<file path="config.mk">
export PLATFORM = sky130hd
export DESIGN_NAME = fifo_access_scheduler
export DESIGN_NICKNAME = d
export VERILOG_FILES = /design/src/rtl/fifo_sched_pkg.sv /design/src/rtl/rr_arb2.sv /design/src/rtl/fifo_access_scheduler.sv
export SDC_FILE = /design/constraint.sdc
export NUM_CORES = 1
export LEC_CHECK = 0
export CAP_MARGIN = 25
export CORE_MARGIN = 2
export CORE_UTILIZATION = 36
export DETAILED_ROUTE_END_ITERATION = 16
export PLACE_DENSITY = 0.75
export RECOVER_POWER = 25
export SLEW_MARGIN = 15
export SYNTH_ARGS = -nofsm -noshare
export SYNTH_HDL_FRONTEND = slang
export SYNTH_SLANG_ARGS = --single-unit
</file>
<file path="constraint.sdc">
create_clock -name clk -period 2.55 [get_ports clk]
set_input_delay 0.255 -clock clk [delete_from_list [all_inputs] [get_ports clk]]
set_output_delay 0.255 -clock clk [all_outputs]
set_load 0.1 [all_outputs]
</file>
<file path="src/rtl/fifo_sched_pkg.sv">
`default_nettype none
// +------------------------------------------------------------------+
// | fifo_sched_pkg : shared constants and read-FSM encoding for the  |
// | FIFO access scheduler.                 Rev 1.0 - initial release |
// +------------------------------------------------------------------+
package fifo_sched_pkg;
    localparam int DATA_W = 8;
    localparam int DEPTH  = 16;
    localparam int CNT_W  = 5;

    typedef enum logic [2:0] {
        RD_IDLE    = 3'd0,
        RD_RD      = 3'd1,
        RD_START   = 3'd2,
        RD_WAIT_HI = 3'd3,
        RD_WAIT_LO = 3'd4
    } rd_state_t;
endpackage
`default_nettype wire

</file>
<file path="src/rtl/rr_arb2.sv">
`default_nettype none
// +------------------------------------------------------------------+
// | rr_arb2 : two-requester arbiter, req[0]=host, req[1]=RX.         |
// | FIFO_SCHED_RX_PRIO_EN selects strict RX priority (no pointer).   |
// | Rev 1.0 - initial release                                        |
// +------------------------------------------------------------------+
module rr_arb2 (
    input  logic       clk,
    input  logic       rst,
    input  logic [1:0] req,
    input  logic       advance,
    output logic [1:0] gnt
);
`ifdef FIFO_SCHED_RX_PRIO_EN
    logic w_unused;
    assign w_unused = ^{clk, rst, advance};

    always_comb begin
        gnt = 2'b00;
        if (req[1])      gnt = 2'b10;
        else if (req[0]) gnt = 2'b01;
    end
`else
    // r_ptr names the requester favoured on a tie: 0 = host, 1 = RX
    logic r_ptr;

    always_comb begin
        gnt = 2'b00;
        case (req)
            2'b01:   gnt = 2'b01;
            2'b10:   gnt = 2'b10;
            2'b11:   gnt = r_ptr ? 2'b10 : 2'b01;
            default: gnt = 2'b00;
        endcase
    end

    always_ff @(posedge clk) begin
        if (rst)          r_ptr <= 1'b0;
        else if (advance) r_ptr <= gnt[0];
    end
`endif
endmodule
`default_nettype wire

</file>
<file path="src/rtl/fifo_access_scheduler.sv">
`default_nettype none
// +------------------------------------------------------------------+
// | fifo_access_scheduler : arbitrates host/RX bytes into the FIFO,  |
// | shadows occupancy and paces reads to baud tick and TX busy.      |
// | Option macro: FIFO_SCHED_RX_PRIO_EN (strict RX priority).        |
// | Rev 1.0 - initial release                                        |
// +------------------------------------------------------------------+
module fifo_access_scheduler
    import fifo_sched_pkg::*;
(
    input  logic              clk,
    input  logic              reset,
    input  logic              sched_en,
    input  logic              host_valid,
    input  logic [DATA_W-1:0] host_data,
    output logic              host_ready,
    input  logic              rx_valid,
    input  logic [DATA_W-1:0] rx_data,
    output logic              rx_ready,
    output logic              fifo_wr_en,
    output logic [DATA_W-1:0] fifo_wr_data,
    input  logic              baud_tick,
    input  logic              tx_busy,
    output logic              fifo_rd_en,
    output logic              tx_start,
    output logic [CNT_W-1:0]  count,
    output logic              full,
    output logic              empty
);
    logic [CNT_W-1:0]  r_count;
    logic              r_wr_en;
    logic [DATA_W-1:0] r_wr_data;
    rd_state_t         r_state;
    rd_state_t         w_state_nxt;
    logic              w_room;
    logic              w_rd_go;
    logic [1:0]        w_req;
    logic [1:0]        w_gnt;

    assign full  = (r_count == CNT_W'(DEPTH - 1));
    assign empty = (r_count == '0);
    assign count = r_count;

    // Count the write still in the strobe register so back-to-back grants cannot overfill
    assign w_room = (r_count + CNT_W'(r_wr_en)) < CNT_W'(DEPTH - 1);
    assign w_req  = {rx_valid, host_valid} & {2{sched_en & w_room}};

    rr_arb2 u_arb (
        .clk     (clk),
        .rst     (reset),
        .req     (w_req),
        .advance (|w_gnt),
        .gnt     (w_gnt)
    );

    assign host_ready   = w_gnt[0];
    assign rx_ready     = w_gnt[1];
    assign fifo_wr_en   = r_wr_en;
    assign fifo_wr_data = r_wr_data;

    always_ff @(posedge clk) begin
        if (reset) begin
            r_wr_en   <= 1'b0;
            r_wr_data <= '0;
        end else begin
            r_wr_en <= |w_gnt;
            if (w_gnt[1])      r_wr_data <= rx_data;
            else if (w_gnt[0]) r_wr_data <= host_data;
        end
    end

    assign w_rd_go = sched_en & ~empty & baud_tick & ~tx_busy;

    always_ff @(posedge clk) begin
        if (reset) r_state <= RD_IDLE;
        else       r_state <= w_state_nxt;
    end

    always_comb begin
        w_state_nxt = r_state;
        case (r_state)
            RD_IDLE:    if (w_rd_go) w_state_nxt = RD_RD;
            RD_RD:      w_state_nxt = RD_START;
            RD_START:   w_state_nxt = RD_WAIT_HI;
            RD_WAIT_HI: if (tx_busy)  w_state_nxt = RD_WAIT_LO;
            RD_WAIT_LO: if (!tx_busy) w_state_nxt = RD_IDLE;
            default:    w_state_nxt = RD_IDLE;
        endcase
    end

    always_comb begin
        fifo_rd_en = 1'b0;
        tx_start   = 1'b0;
        case (r_state)
            RD_IDLE:  fifo_rd_en = w_rd_go;
            RD_START: tx_start   = 1'b1;
            default: ;
        endcase
    end

    always_ff @(posedge clk) begin
        if (reset) begin
            r_count <= '0;
        end else begin
            case ({r_wr_en, fifo_rd_en})
                2'b10:   r_count <= r_count + 1'b1;
                2'b01:   r_count <= r_count - 1'b1;
                default: r_count <= r_count;
            endcase
        end
    end
endmodule
`default_nettype wire

</file>
==> summary.md <==
| Metric | Value |
|---|---|
| Vertical extent of the die | 58.3 um |
| Hold buffer count at CTS | 0 |
| Ratio of routed vias to standard cells | 5.35 |
| N_diodes | 0 |
| Number of maximum-capacitance constraint violations | 0 |
| Initial antenna violation count | 0 |
| Die footprint | approximately 0.0034 sq mm |
| Leakage power summed over all cells | between 0.0007 and 0.0008 uW |
| Maximum number of pins on one net before global-route repair | 19 |
| Area of the placeable core | ~0.0028 sq mm |
| CTS tree | yes |
| Power Dens Cells | 473 mW/mm^2 |
| Switching share of power | between 30 and 40% |
| Minimum period implied by the final worst setup slack | 2.55 ns |
| Crit-path max FO | 4 |
| Clock insertion delay at the later pin of the skew report | between 0.2 and 0.3 ns |
| Cell taking the most area after synthesis | dfxtp_1 |
| Number of stages on the worst hold path | 2 |
| Number of flops mapped to enable cells by yosys | 0 |
| Int Pwr | about 500 uW |
| Starting Density | around two fifths |
| Global-route wire length before repair | around 4700 um |
| Violation count after the first detailed-routing iteration | 36 |
| Setup skew after layout | 0.00204 ns |
| Cell types occupying the most area after synthesis | dfxtp_1 34%, ha_1 7.1%, a311oi_1 6.6%, nor2_1 6.4%, o21ai_0 5.2% |
| RSZ-0062 raised after global routing | true |
| CP required | around 2.8 ns |
| Combined area of all synthesized cells | between 0.001 and 0.0015 sq mm |
| Mapped Cells | between 100 and 150 |
| Clock share of power | between 20% and 30% |
| GRT Util Overall | roughly 18% |
| Synth async-reset ratio | 0% |
| Number of hold violations in the final report | 0 |
| Number of max-slew violations in the final report | 0 |
| Net Count, Synth | 156 |
| Combinational power share | between 40% and 50% |
| Total placed instance area | approximately 0.0017 sq mm |
| Worst setup timing slack at the placement stage | -0.0829 ns |
| Area share of the largest cell type after synthesis | around 34% |
| Count of cell types in the netlist | 36 |
| Detailed-route wire length per cell | between 10 and 15 um |
| VDD IR-drop max | ~0.34 mV |
| Net switching power figure | between 300 and 400 uW |
| Via count of the routed design | approximately 1,100 |
| DIE WIDTH | ~58 um |
| Area overhead of the layout relative to synthesis | 62.2% |
| Detailed-placement wirelength estimate | approximately 2300 um |
| Register bit count reported by yosys | 18 |
| CTS buffer count | 3 |
| Net count reported at finish | 210 |
| Primary FF master, synth | dfxtp_1 |
| Relative slew slack | between 50% and 60% |
| Type of the setup path with the least slack | reg2reg |
| Number of buffers added on ports | 42 |
| Least-Margin Pin Slew | 0.700 ns |
| Weighted congestion reported at the end of routability-driven placement | 0.772 |
| Sequential Power Share | between 30% and 40% |
| Io pins | 43 |
| Achievable clock frequency | approximately 0.39 GHz |
| Rows | 19 |
| Critical path capture point type | register |
| Post-detailed-route DRC marker count | 0 |
| Via count of the first global-routing pass | between 1,000 and 1,500 |
| Total negative slack | 0 ns |
| Outcome | finished clean |
| Clock-pin slew on the worst setup and hold paths | about 0.10 ns |
| Final worst slack | ~0.0023 ns |
| Clock root cell | clkbuf_4 |
| Synthesized area per cell | between 8 and 9 sq um |
| Overall power | about 800 uW |
| Sinks on the clock net | 18 |
| Fraction of the yosys area taken by sequential cells | 34.0% |
| Filler Cells Inserted | 245 |
| Warnings, synthesis | 0 |
| Bufs on Longest Clock Path | 2 |
| Aggregate global routing overflow | 0 |
| Hold Crit Class | reg2reg |
| Number of H-tree levels | 1 |
| Kind of start point of the critical path | register |
| DRT Wirelength | roughly 2900 um |
| Number of routed nets with antenna violations | 0 |
| Final setup violation count | 0 |
| Final critical-path share of the clock period | 99.9% |
| Layout cell share with drive strength beyond 1 | about 34% |
| Number of iterations in the first detailed-routing pass | 4 |
| Data arrival time of the critical path | 2.76 ns |
| Worst Reg-to-Reg Cells | 11 |
| Final non-filler cell area | around 0.0017 sq mm |
-- layout make-up --
type,instances,area [sq um],share of cell area [%]
Clock buffer,4,36.3,2.11
Inverter,2,7.51,0.437
Multi-Input combinational cell,101,754,43.9
Sequential cell,18,380,22.1
Tap cell,31,38.8,2.26
Timing Repair Buffer,54,502,29.2
-- cell families (layout without fill, tap and decap cells) --
group,count (synthesis),after routing,share of synthesized area [%]
AO/OA/AOI/OAI,35,35,22.6
XOR/XNOR,6,6,5.67
adder cells (fa/ha/maj),7,7,8.97
buffers and inverters,7,60,3.19
flip-flops,18,18,34.0
multiplexers,2,2,1.89
AND/OR/NAND/NOR,51,51,23.7
-- path summary, 6_finish.rpt --
path / start / to / slack [ns]
worst max-delay path: count[4] / count[4] / 0.002
worst min-delay path: fifo_wr_data[1] / fifo_wr_data[1] / 0.50
worst max register to register: count[4] / count[4] / 0.002
worst min register to register: fifo_wr_data[1] / fifo_wr_data[1] / 0.50
-- critical path, cell delays in order, from the launching register on --
cell and delay, ns:
dfxtp_4 0.35, or4_4 0.54, nor2_4 0.15, nor4_4 0.06
ha_4 0.18, buf_6 0.13, ha_4 0.22, a21o_1 0.19
a21oi_2 0.14, xor2_1 0.08, or3_1 0.32, a21oi_2 0.11
-- flip-flops by register name, summed over array words and instances, names as in the netlist --
| signal | count |
|---|---|
| count | 5 |
| u_arb.r_ptr | 1 |
| r_state | 3 |
| fifo_wr_data | 8 |
| fifo_wr_en | 1 |
-- repair_timing --
action	in CTS	in global routing
setup endpoints to repair	1	3
resized for setup	2	2
pin swaps	9	2
buffers inserted	1	1
hold endpoints to repair	0	0
-- layer usage --
layer	up-vias	wire [um]	GRT usage (%)
met5	-	0	0
met4	0	10	4.98
met3	2	254	4.02
met2	42	1450	33.9
met1	512	1150	19.7
li1	568	-	-
-- cell usage in the layout (no fill, tap or decap), drive strengths merged --
cell | netlist | final
a21oi | 10 | 10
inv | 2 | 2
or4 | 1 | 1
and2 | 2 | 2
ha | 6 | 6
a311oi | 8 | 8
nand2b | 1 | 1
nor2b | 4 | 4
and4 | 1 | 1
nor4 | 2 | 2
nor3 | 2 | 2
a31oi | 1 | 1
nor3b | 2 | 2
dfxtp | 18 | 18
nand4 | 1 | 1
a21o | 3 | 3
clkbuf | 3 | 4
xnor2 | 3 | 3
buf | 2 | 32
nor2 | 19 | 19
a21boi | 1 | 1
o21ai | 11 | 11
nand2 | 10 | 10
o221ai | 1 | 1
and3 | 3 | 3
fa | 1 | 1
clkdlybuf4s50 | 0 | 22
mux2i | 2 | 2
or3 | 1 | 1
xor2 | 3 | 3
nand3 | 2 | 2
-- through the flow --
step	instances	util (%)	hold WS (ns)
2_1_floorplan	126	-	0.416
3_3_place_gp	204	59.5	0.488
3_5_place_dp	204	59.5	0.497
4_1_cts	209	61.3	0.512
5_1_grt	210	61.8	0.534
6_report	210	61.8	0.503
-- cells in the mapped netlist, drive strengths merged, types with 2 or more instances --
master	count
xor2	3
nand2	10
and3	3
nor4	2
nand3	2
dfxtp	18
clkbuf	3
o21ai	11
xnor2	3
and2	2
ha	6
buf	2
a21oi	10
nor3b	2
nor2	19
nor2b	4
nor3	2
inv	2
mux2i	2
a311oi	8
a21o	3
-- power by group through the flow --
stage / clock network, uW / registers (uW) / logic (uW)
floorplan: 0 / 416 / 127
detailed placement: 0 / 315 / 327
finish: 170 / 308 / 335
CTS: 180 / 308 / 332
global route: 200 / 310 / 352
global placement: 0 / 313 / 324
Power figures use the tool's default switching activity.
